File: src/rtl/seq_load_sched_if.sv
// Bus between the load scheduler and its environment: run control,
// requester load port, and the datapath control/observation signals.
interface seq_load_sched_if #(
  parameter int N = 2,
  parameter int W = 16
);
  logic           start;
  logic           stop;
  logic [W-1:0]   limit;
  logic [N-1:0]   req;
  logic [N*W-1:0] req_data;
  logic [W-1:0]   cnt_out;
  logic [N-1:0]   gnt;
  logic           dp_select;
  logic [W-1:0]   dp_d;
  logic           dp_clr;
  logic           busy;
  logic           done;

  modport master (
    output start, stop, limit, req, req_data, cnt_out,
    input  gnt, dp_select, dp_d, dp_clr, busy, done
  );

  modport slave (
    input  start, stop, limit, req, req_data, cnt_out,
    output gnt, dp_select, dp_d, dp_clr, busy, done
  );
endinterface

File: src/rtl/seq_load_sched.sv
// Run/stop supervisor and round-robin load arbiter for a count/load datapath.
//
// state | meaning
// ------+--------------------------------------------------------------
// IDLE  | datapath held clear, waiting for start
// RUN   | datapath counting; limit checked, then requests arbitrated
// LOAD  | granted value driven into the datapath for LOAD_CYC cycles
// DONE  | datapath frozen by reloading the captured terminal value
//
// Outputs are registered from the next-state decode, so every output
// changes on the same edge that commits the state decision.
module seq_load_sched #(
  parameter int N        = 2,
  parameter int W        = 16,
  parameter int LOAD_CYC = 3
) (
  input logic             clk,
  input logic             reset,
  seq_load_sched_if.slave bus
);

  localparam int PW = (N > 1) ? $clog2(N) : 1;
  localparam int CW = (LOAD_CYC > 1) ? $clog2(LOAD_CYC) : 1;

  typedef enum logic [1:0] {
    S_IDLE = 2'd0,
    S_RUN  = 2'd1,
    S_LOAD = 2'd2,
    S_DONE = 2'd3
  } state_t;

  state_t         state, state_nxt;
  logic [PW-1:0]  rr_ptr, rr_nxt;
  logic [W-1:0]   ld_val, ld_nxt;
  logic [W-1:0]   hold_val, hold_nxt;
  logic [CW-1:0]  load_cnt, load_cnt_nxt;
  logic [N-1:0]   gnt_q, gnt_nxt;
  logic           sel_q, sel_nxt;
  logic [W-1:0]   d_q, d_nxt;
  logic           clr_q, clr_nxt;
  logic           busy_q, busy_nxt;
  logic           done_q, done_nxt;

  logic           found;
  logic [PW-1:0]  gidx;
  logic [PW-1:0]  cand;
  logic [W-1:0]   data_arr [N];

  for (genvar g = 0; g < N; g++) begin : g_unpack
    assign data_arr[g] = bus.req_data[g*W +: W];
  end

  // State, arbitration pointer, captured values and registered outputs.
  always_ff @(posedge clk or negedge reset) begin
    if (!reset) begin
      state    <= S_IDLE;
      rr_ptr   <= PW'(N - 1);
      ld_val   <= '0;
      hold_val <= '0;
      load_cnt <= '0;
      gnt_q    <= '0;
      sel_q    <= 1'b0;
      d_q      <= '0;
      clr_q    <= 1'b1;
      busy_q   <= 1'b0;
      done_q   <= 1'b0;
    end else begin
      state    <= state_nxt;
      rr_ptr   <= rr_nxt;
      ld_val   <= ld_nxt;
      hold_val <= hold_nxt;
      load_cnt <= load_cnt_nxt;
      gnt_q    <= gnt_nxt;
      sel_q    <= sel_nxt;
      d_q      <= d_nxt;
      clr_q    <= clr_nxt;
      busy_q   <= busy_nxt;
      done_q   <= done_nxt;
    end
  end

  // Round-robin search, next-state decision and next-output decode.
  always_comb begin
    state_nxt    = state;
    rr_nxt       = rr_ptr;
    ld_nxt       = ld_val;
    hold_nxt     = hold_val;
    load_cnt_nxt = load_cnt;
    gnt_nxt      = '0;
    found        = 1'b0;
    gidx         = '0;
    cand         = rr_ptr;

    // Start one past the last winner so the last winner is checked last.
    for (int i = 0; i < N; i++) begin
      cand = (cand == PW'(N - 1)) ? '0 : cand + PW'(1);
      if (!found && bus.req[cand]) begin
        found = 1'b1;
        gidx  = cand;
      end
    end

    case (state)
      S_IDLE: begin
        if (bus.start && !bus.stop) state_nxt = S_RUN;
      end
      S_RUN: begin
        if (bus.stop) begin
          state_nxt = S_IDLE;
        end else if (bus.cnt_out >= bus.limit) begin
          state_nxt = S_DONE;
          hold_nxt  = bus.cnt_out;
        end else if (found) begin
          state_nxt     = S_LOAD;
          gnt_nxt[gidx] = 1'b1;
          rr_nxt        = gidx;
          ld_nxt        = data_arr[gidx];
          load_cnt_nxt  = CW'(LOAD_CYC - 1);
        end
      end
      S_LOAD: begin
        if (bus.stop) begin
          state_nxt = S_IDLE;
        end else if (load_cnt == '0) begin
          state_nxt = S_RUN;
        end else begin
          load_cnt_nxt = load_cnt - CW'(1);
        end
      end
      S_DONE: begin
        if (bus.start || bus.stop) state_nxt = S_IDLE;
      end
      default: state_nxt = S_IDLE;
    endcase

    sel_nxt  = (state_nxt == S_LOAD) || (state_nxt == S_DONE);
    clr_nxt  = (state_nxt == S_IDLE);
    busy_nxt = (state_nxt == S_RUN) || (state_nxt == S_LOAD);
    done_nxt = (state_nxt == S_DONE);
    if (state_nxt == S_LOAD)      d_nxt = ld_nxt;
    else if (state_nxt == S_DONE) d_nxt = hold_nxt;
    else                          d_nxt = '0;
  end

  assign bus.gnt       = gnt_q;
  assign bus.dp_select = sel_q;
  assign bus.dp_d      = d_q;
  assign bus.dp_clr    = clr_q;
  assign bus.busy      = busy_q;
  assign bus.done      = done_q;

endmodule

File: src/flat_wrapper.sv
// flat-port wrapper written by rule: the top's interface ports become plain ports
module seq_load_sched_flat 
#(
  parameter int N        = 2,
  parameter int W        = 16,
  parameter int LOAD_CYC = 3
)
  (clk, reset, bus_start, bus_stop, bus_limit, bus_req, bus_req_data, bus_cnt_out, bus_gnt, bus_dp_select, bus_dp_d, bus_dp_clr, bus_busy, bus_done);
  seq_load_sched_if #(.N(N), .W(W)) bus_i ();
  input logic clk;
  input logic reset;
  input wire logic [$bits(bus_i.start)-1:0] bus_start;
  input wire logic [$bits(bus_i.stop)-1:0] bus_stop;
  input wire logic [$bits(bus_i.limit)-1:0] bus_limit;
  input wire logic [$bits(bus_i.req)-1:0] bus_req;
  input wire logic [$bits(bus_i.req_data)-1:0] bus_req_data;
  input wire logic [$bits(bus_i.cnt_out)-1:0] bus_cnt_out;
  output wire logic [$bits(bus_i.gnt)-1:0] bus_gnt;
  output wire logic [$bits(bus_i.dp_select)-1:0] bus_dp_select;
  output wire logic [$bits(bus_i.dp_d)-1:0] bus_dp_d;
  output wire logic [$bits(bus_i.dp_clr)-1:0] bus_dp_clr;
  output wire logic [$bits(bus_i.busy)-1:0] bus_busy;
  output wire logic [$bits(bus_i.done)-1:0] bus_done;
  assign bus_i.start = bus_start;
  assign bus_i.stop = bus_stop;
  assign bus_i.limit = bus_limit;
  assign bus_i.req = bus_req;
  assign bus_i.req_data = bus_req_data;
  assign bus_i.cnt_out = bus_cnt_out;
  assign bus_gnt = bus_i.gnt;
  assign bus_dp_select = bus_i.dp_select;
  assign bus_dp_d = bus_i.dp_d;
  assign bus_dp_clr = bus_i.dp_clr;
  assign bus_busy = bus_i.busy;
  assign bus_done = bus_i.done;
  seq_load_sched #(.N(N), .W(W), .LOAD_CYC(LOAD_CYC)) u_core (.clk(clk), .reset(reset), .bus(bus_i));
endmodule
File: config.mk
export PLATFORM = sky130hd
export DESIGN_NAME = seq_load_sched_flat
export DESIGN_NICKNAME = d
export VERILOG_FILES = /design/src/rtl/seq_load_sched_if.sv /design/src/rtl/seq_load_sched.sv /design/src/flat_wrapper.sv
export SDC_FILE = /design/constraint.sdc
export NUM_CORES = 1
export LEC_CHECK = 0
export ABC_AREA = 1
export CAP_MARGIN = 10
export CORE_MARGIN = 5
export CORE_UTILIZATION = 55
export DETAILED_ROUTE_END_ITERATION = 7
export DONT_BUFFER_PORTS = 1
export HOLD_SLACK_MARGIN = 0.05
export PLACE_DENSITY = 0.7
export SYNTH_ARGS = -nofsm -noshare
export SYNTH_HDL_FRONTEND = slang
export SYNTH_SLANG_ARGS = --single-unit
File: constraint.sdc
create_clock -name clk -period 2.8 [get_ports clk]
set_input_delay 0 -clock clk [delete_from_list [all_inputs] [get_ports clk]]
set_output_delay 0 -clock clk [all_outputs]
set_load 0.02 [all_outputs]
* After elaboration in Yosys (flattened, before gate mapping)
Index checks and enable logic that the tools add are counted.
W data, S select, Z words.
** Operators by class
- $add $sub $neg :: 3
- Multipliers :: 0
- Div/mod/pow operators :: 0
- Order comparisons :: 6
- Equality and inequality tests :: 11
- Shift-type cells :: 0
- Muxes and demuxes :: 42
- Bitwise operators :: 3
- Reductions and logical operators :: 14
** Operators with widths (count)
- $mux W16 :: 12
- $mux W2 :: 16
- $ge A16 B16 Y1 :: 1
- $mux W1 :: 11
- $eq A2 B2 Y1 const B :: 4
- $ne A2 B2 Y1 const B :: 4
- $pmux W2 S4 :: 1
- $logic_not A2 Y1 :: 3
- $lt A1 B2 Y1 const B :: 3
- $reduce_and A6 Y1 :: 1
- $eq A2 B1 Y1 const B :: 2
- $pmux W2 S2 :: 1
- $reduce_and A4 Y1 :: 1
- $logic_and A1 B1 Y1 :: 3
- $logic_or A1 B1 Y1 :: 3
- $add A1 B1 Y1 const B :: 2
- $ge A2 B2 Y1 const B :: 1
- $logic_not A1 Y1 :: 2
- $ne A2 B1 Y1 const B :: 1
- $not A1 Y1 :: 2
- $not A1 Y2 :: 1
- $reduce_bool A2 Y1 :: 1
- $sub A2 B1 Y2 const B :: 1
- $demux W1 S1 :: 1
- $ge A1 B1 Y1 const B :: 1
** Word-level totals
- Register bits after elaboration :: 59
- Bits in latches :: 0
- Bits in writable memories :: 0
- Memory bits (read-only) :: 0
- Bits of input ports :: 70
- Output and inout port bits :: 22
- Logic and storage cells :: 90
- Memories kept :: 0

* Logic depth before layout (Yosys ltp)
- Depth after elaboration :: 17
- Mapped depth :: 21
- Gate-level depth less buffers :: 20

* Worst setup path before layout
Ideal clock, no wire load.
- Path kind :: input to register
- Start :: input bus_limit[15]
- End :: register u_core.d_q[10] (netlist: u_core.bus.dp_d[10])
- Library setup time :: 0.065 ns
- Arrival time :: 2.209 ns
- Data required time :: 2.735 ns
- Path slack :: 0.526 ns
- Stages on the path :: 15
- Path buffers :: 3
- Cell sequence :: inv_1 ha_1 a21oi_1 o21ai_1 nor2_4 nand2_4 nand2_4 buf_8 nand2_1 ha_1 clkbuf_1 nor2_1 buf_2 nand3_1 nand2_1
** Between the ends
- Longest elaborated chain between the ends :: 7
- Elaborated cells between the ends (all ways) :: 14
- Classes of those cells :: order compare: 1; eq/ne: 2; mux: 11
** RTL lines
- start, declared :: RTL line flat_wrapper.sv:14 : input wire logic [$bits(bus_i.limit)-1:0] bus_limit;
- $ge A16 B16 Y1 (*) :: RTL line seq_load_sched.sv:110 : end else if (bus.cnt_out >= bus.limit) begin
- $mux W2 (*) :: RTL line seq_load_sched.sv:110
- $mux W2 (*) :: RTL line seq_load_sched.sv:108 : if (bus.stop) begin
- $pmux W2 S4 (*) :: RTL line seq_load_sched.sv:103 : case (state)
- via u_core.state_nxt[1] :: RTL line seq_load_sched.sv:32 : state_t state, state_nxt;
- $eq A2 B2 Y1 :: RTL line seq_load_sched.sv:141 : else if (state_nxt == S_DONE) d_nxt = hold_nxt;
- $mux W16 :: RTL line seq_load_sched.sv:141
- $mux W16 (*) :: RTL line seq_load_sched.sv:140 : if (state_nxt == S_LOAD) d_nxt = ld_nxt;
- via u_core.d_nxt[10] :: RTL line seq_load_sched.sv:39 : logic [W-1:0] d_q, d_nxt;
- end signal, assigned :: RTL line seq_load_sched.sv:75 : d_q <= d_nxt;
- end, declared :: RTL line seq_load_sched.sv:39
Mark *: on every way through the listed nets, which the timed path passes. The rest lies on a longest branch.
A chain may end at the register's enable or synchronous reset.

* Final worst setup path
- Start :: register u_core.rr_ptr
- End :: register u_core.d_q[7] (netlist: u_core.bus.dp_d[7])
** Between the ends
- Longest elaborated chain between the ends :: 17
- Elaborated cells between the ends (all ways) :: 30
- Classes of those cells :: add/sub: 2; eq/ne: 2; mux: 23; bitwise: 1; reduce/logical: 2
** RTL lines
- start, declared :: RTL line seq_load_sched.sv:33 : logic [PW-1:0] rr_ptr, rr_nxt;
- start signal, assigned :: RTL line seq_load_sched.sv:57 : rr_ptr <= PW'(N - 1);
- start signal, assigned :: RTL line seq_load_sched.sv:69 : rr_ptr <= rr_nxt;
- $add A1 B1 Y1 :: RTL line seq_load_sched.sv:96 : cand = (cand == PW'(N - 1)) ? '0 : cand + PW'(1);
- $mux W1 (*) :: RTL line seq_load_sched.sv:96
- $add A1 B1 Y1 / $mux W1 (equally long branches) :: RTL line seq_load_sched.sv:96, seq_load_sched.sv:97
- $mux W1, on equally long branches :: RTL line seq_load_sched.sv:96, seq_load_sched.sv:97
- $mux W1 (not written as such) :: RTL line seq_load_sched.sv:97 : if (!found && bus.req[cand]) begin
- $mux W1 (not written as such) / $logic_not A1 Y1 (equally long branches) :: RTL line seq_load_sched.sv:97
- $logic_and A1 B1 Y1 :: RTL line seq_load_sched.sv:97
- $mux W1 :: RTL line seq_load_sched.sv:97
- $not A1 Y2 (not written as such) :: RTL line seq_load_sched.sv:117 : ld_nxt = data_arr[gidx];
- $mux W16 (not written as such) (3 in a row) :: RTL line seq_load_sched.sv:117
- $mux W16 (*) :: RTL line seq_load_sched.sv:113 : end else if (found) begin
- $mux W16 (*) :: RTL line seq_load_sched.sv:110
- $mux W16 (*) :: RTL line seq_load_sched.sv:108
- $mux W16 (*) :: RTL line seq_load_sched.sv:103
- via u_core.ld_nxt[7] :: RTL line seq_load_sched.sv:34 : logic [W-1:0] ld_val, ld_nxt;
- $mux W16 (*) :: RTL line seq_load_sched.sv:140
- via u_core.d_nxt[7] :: RTL line seq_load_sched.sv:39
Mark *: on every way through the listed nets, which the timed path passes. The rest lies on a longest branch. The select of a mux whose other input is x is not followed.

==> impl_results.md <==
- Status: finished, final reports clean
- Largest stage delay, worst path: 0.57 ns
- Hold path cells: 4
- Max Cap Viol: 0
- ANT cells: 0
- Final Cycle Share: 0.873
- Post-CTS Setup Inserts: 0
- Share of post-route cells with drive strength above 1: 0.0876
- Final setup viols: 0
- DRC: 0
- CTS Buf Count: 9
- Least-Margin Pin Slew: 0.712 ns
- Synthesized cell area: 3330 um^2
- Area contributors post-synth: dfrtp_1 43%, nand2_1 15%, nand3_1 8.1%, inv_1 7.6%, ha_1 7.5%
- Switching share of total power: 0.406
- NetSw: 1420 uW
- Maximum vdd drop: 0.000458 V
- Worst Reg-to-Reg Cells: 10
- Startpoint class of the critical path: flip-flop
- Synth top area share: 0.428
- Final HPWL DP: 5530 um
- Rows: 28
- Final Hold Vio Count: 0
- Leak: 0.00228 uW
- H-tree levels: 3
- Antenna Nets Post-Route: 0
- Clock tree buffer depth: 2
- Core Area: 5920 um^2
- Final Critical Period: ~2.4 ns
- Unrepaired setup endpoints after global routing: false
- Largest net degree at the start of global routing: 60
- Comb pwr share: 0.363
- CP Cell Sequence: nand2_1 -> nand2_1 -> inv_2 -> nand3_1 -> o21ai_0 -> dlygate4sd3_1 -> nand4_1 -> nand2_1 -> nand2_1 -> nand2_1
- Worst path arrival time: 2.67 ns
- Ys async rst share: 1.00
- Setup Crit Path Kind: flip-flop to flip-flop
- Pint: 2080 uW
- GRT overflow: 0
- Slew Limit Fails: 0
- GR Layer Usage met1: 0.270
- Die Span X: around 90 um
- Power per cell area: 858 nW/um^2
- DR iter-0 viols: between 150 and 200
- Root Driver: clkbuf_8
- Crit Path Max Fanout: 17
- Drt first pass iters: 4
- Via count: 2947
- CTS Sinks: 59
- Register share of total power: 0.451
- Relative slew slack: 0.524
- Most frequent cell after synthesis: nand2_1
- Fmax: between 400 and 500 MHz
- Routing usage on met3: 0.0452
- Hold Crit Class: input port to flip-flop
- Post-synth EDFFs: 0
- Post-Route WL: about 8400 um
- Synthesized area per cell: 7.71 um^2
- Pwr Total: between 3000 and 4000 uW
- Fin Setup TNS: 0 ns
- Synthesis Warnings: 0
- Via/cell ratio: about 5.2
- GR Util met2: 0.388
- GP Congestion: 0.809
- Clock transition at the registers of the reported paths: 0.07 ns
- Critical path depth: 10
- Die area: 7710 um^2
- Area delta synth->final: 22.6%
- Io pins: 92
- GR peak layer: met2
- Yosys top cell by area: dfrtp_1
- Syn_nets: 522
- Req. time, crit path: 3.03 ns
- Clk_skew: 0.00834 ns
- Hold_buf cts: 51
- Total GRT Usage: 0.227
- Top_reg_cell synth: dfrtp_1
- Critical path's most frequent cell: nand2_1
- Clock share of power: 0.187
- Synthesis-stage register bit count: between 50 and 60
- TritonCTS clock tree: done
- Number of global-route vias before repair: 2971
- Clock Latency Late Sink: approximately 0.34 ns
- Global-route wire length before repair: 13300 um
- CP top delay family: simple AND/OR/NAND/NOR gates
- Mapped Cells: approximately 430
- Post-cts resize count: 0
- Wire length per cell: 14.8 um
- Nets: 576
- Initial Util: 0.563
- Register area share after synthesis: 0.444
- Critical-path top delay cell: dlygate4sd3_1
- IO Port Bufs: 0
- Fill count: ~500
- Post-synth top cells: 133 x nand2_1, 67 x inv_1, 57 x dfrtp_1
- Synth unique cells: 24
- Vert. Die Dim: between 80 and 90 um
- CP Capture Type: flip-flop
- Buf+Inv Stages, Crit Path: 2
- Initial antenna violation count: 0
cell usage in the layout (no fill, tap or decap), types with 2 or more instances in the layout:
| cell type | Yosys | layout |
|---|---|---|
| nand2_4 | 3 | 3 |
| clkinv_2 | 0 | 5 |
| a21oi_1 | 8 | 8 |
| o21ai_0 | 7 | 7 |
| inv_2 | 2 | 2 |
| inv_1 | 67 | 67 |
| dlygate4sd3_1 | 0 | 50 |
| nand3_1 | 54 | 54 |
| nand2_1 | 133 | 133 |
| nand4_1 | 20 | 20 |
| or2_2 | 2 | 2 |
| and2_1 | 16 | 16 |
| buf_4 | 4 | 8 |
| dfrtp_1 | 57 | 57 |
| nor2_1 | 12 | 12 |
| nand2_2 | 8 | 8 |
| dfstp_2 | 2 | 2 |
| clkbuf_8 | 0 | 9 |
| ha_1 | 20 | 20 |
sequential cells by signal, summed over array words and instances, names as in the netlist:
name,flops
u_core.bus.dp_d,16
u_core.hold_val,16
u_core.ld_val,16
u_core.bus.gnt,2
u_core.load_cnt,2
u_core.state,2
u_core.bus.busy,1
u_core.bus.done,1
u_core.bus.dp_clr,1
u_core.bus.dp_select,1
u_core.rr_ptr,1
through the flow:
stage                      util  hold WS [ns]  instances  instance area, um^2  setup slack, ns
after floorplan               -        -0.296        432                 3330            0.526
after global placement    0.571        -0.294        498                 3380            0.151
after detailed placement  0.571        -0.294        498                 3380           0.0644
after CTS                 0.688        0.0844        565                 4070           0.0773
after global routing      0.690         0.143        566                 4080            0.172
final                     0.690         0.108        566                 4080            0.356
worst reg2reg max path, delay by kind of cell (launching register included):
family,cells,cell delay [ns]
AND/OR/NAND/NOR,7,0.88
buffers and inverters,2,0.83
flip-flops,1,0.53
AO/OA/AOI/OAI,1,0.09
logic make-up (layout without fill, tap and decap cells):
family                     after synthesis  count (layout)  share of synthesized area
and+or+nand+nor                        250             250                      0.346
buffers and inverters                   86             145                      0.108
DFF                                     59              59                      0.444
adders and majority gates               20              20                     0.0751
AOI/OAI and AO/OA                       17              17                     0.0263
layout make-up:
cell class / count / area [um^2] / area share
Clock buffer: 10 / 128 / 0.0313
Inverter: 69 / 259 / 0.0634
Multi-Input combinational cell: 287 / 1490 / 0.365
Timing Repair Buffer: 60 / 599 / 0.147
Clock inverter: 6 / 32.5 / 0.00797
Sequential cell: 59 / 1480 / 0.362
Tap cell: 75 / 93.8 / 0.0230
power groups by stage:
stage	Clock [uW]	Combinational, uW	Sequential (uW)
after floorplan	0	885	1550
final	653	1270	1580
after global placement	0	1070	1590
after global routing	699	1440	1620
after CTS	655	1240	1580
after detailed placement	0	1110	1590
worst paths after layout:
path	end	slack, ns	from
worst max-delay path	u_core.bus.dp_d[7]$_DFF_PN0_	0.36	u_core.rr_ptr$_DFFE_PN1P_
worst min-delay path	u_core.state[0]$_DFF_PN0_	0.11	bus_start
worst max register to register	u_core.bus.dp_d[7]$_DFF_PN0_	0.36	u_core.rr_ptr$_DFFE_PN1P_
worst min register to register	u_core.ld_val[9]$_DFF_PN0_	0.47	u_core.ld_val[9]$_DFF_PN0_
max in group asynchronous	u_core.bus.dp_clr$_DFF_PN1_	2.34	reset
min in group asynchronous	u_core.bus.gnt[0]$_DFF_PN0_	0.18	reset
layer usage:
layer  part of all wire  vias to the layer above  wire length (um)
met3              0.059                       22               495
met4              0.029                        0               242
met1               0.42                     1368              3510
li1                   -                     1459                 -
met2               0.49                       98              4140
met5                  0                        -                 0
(Power assumes the default switching activity.)
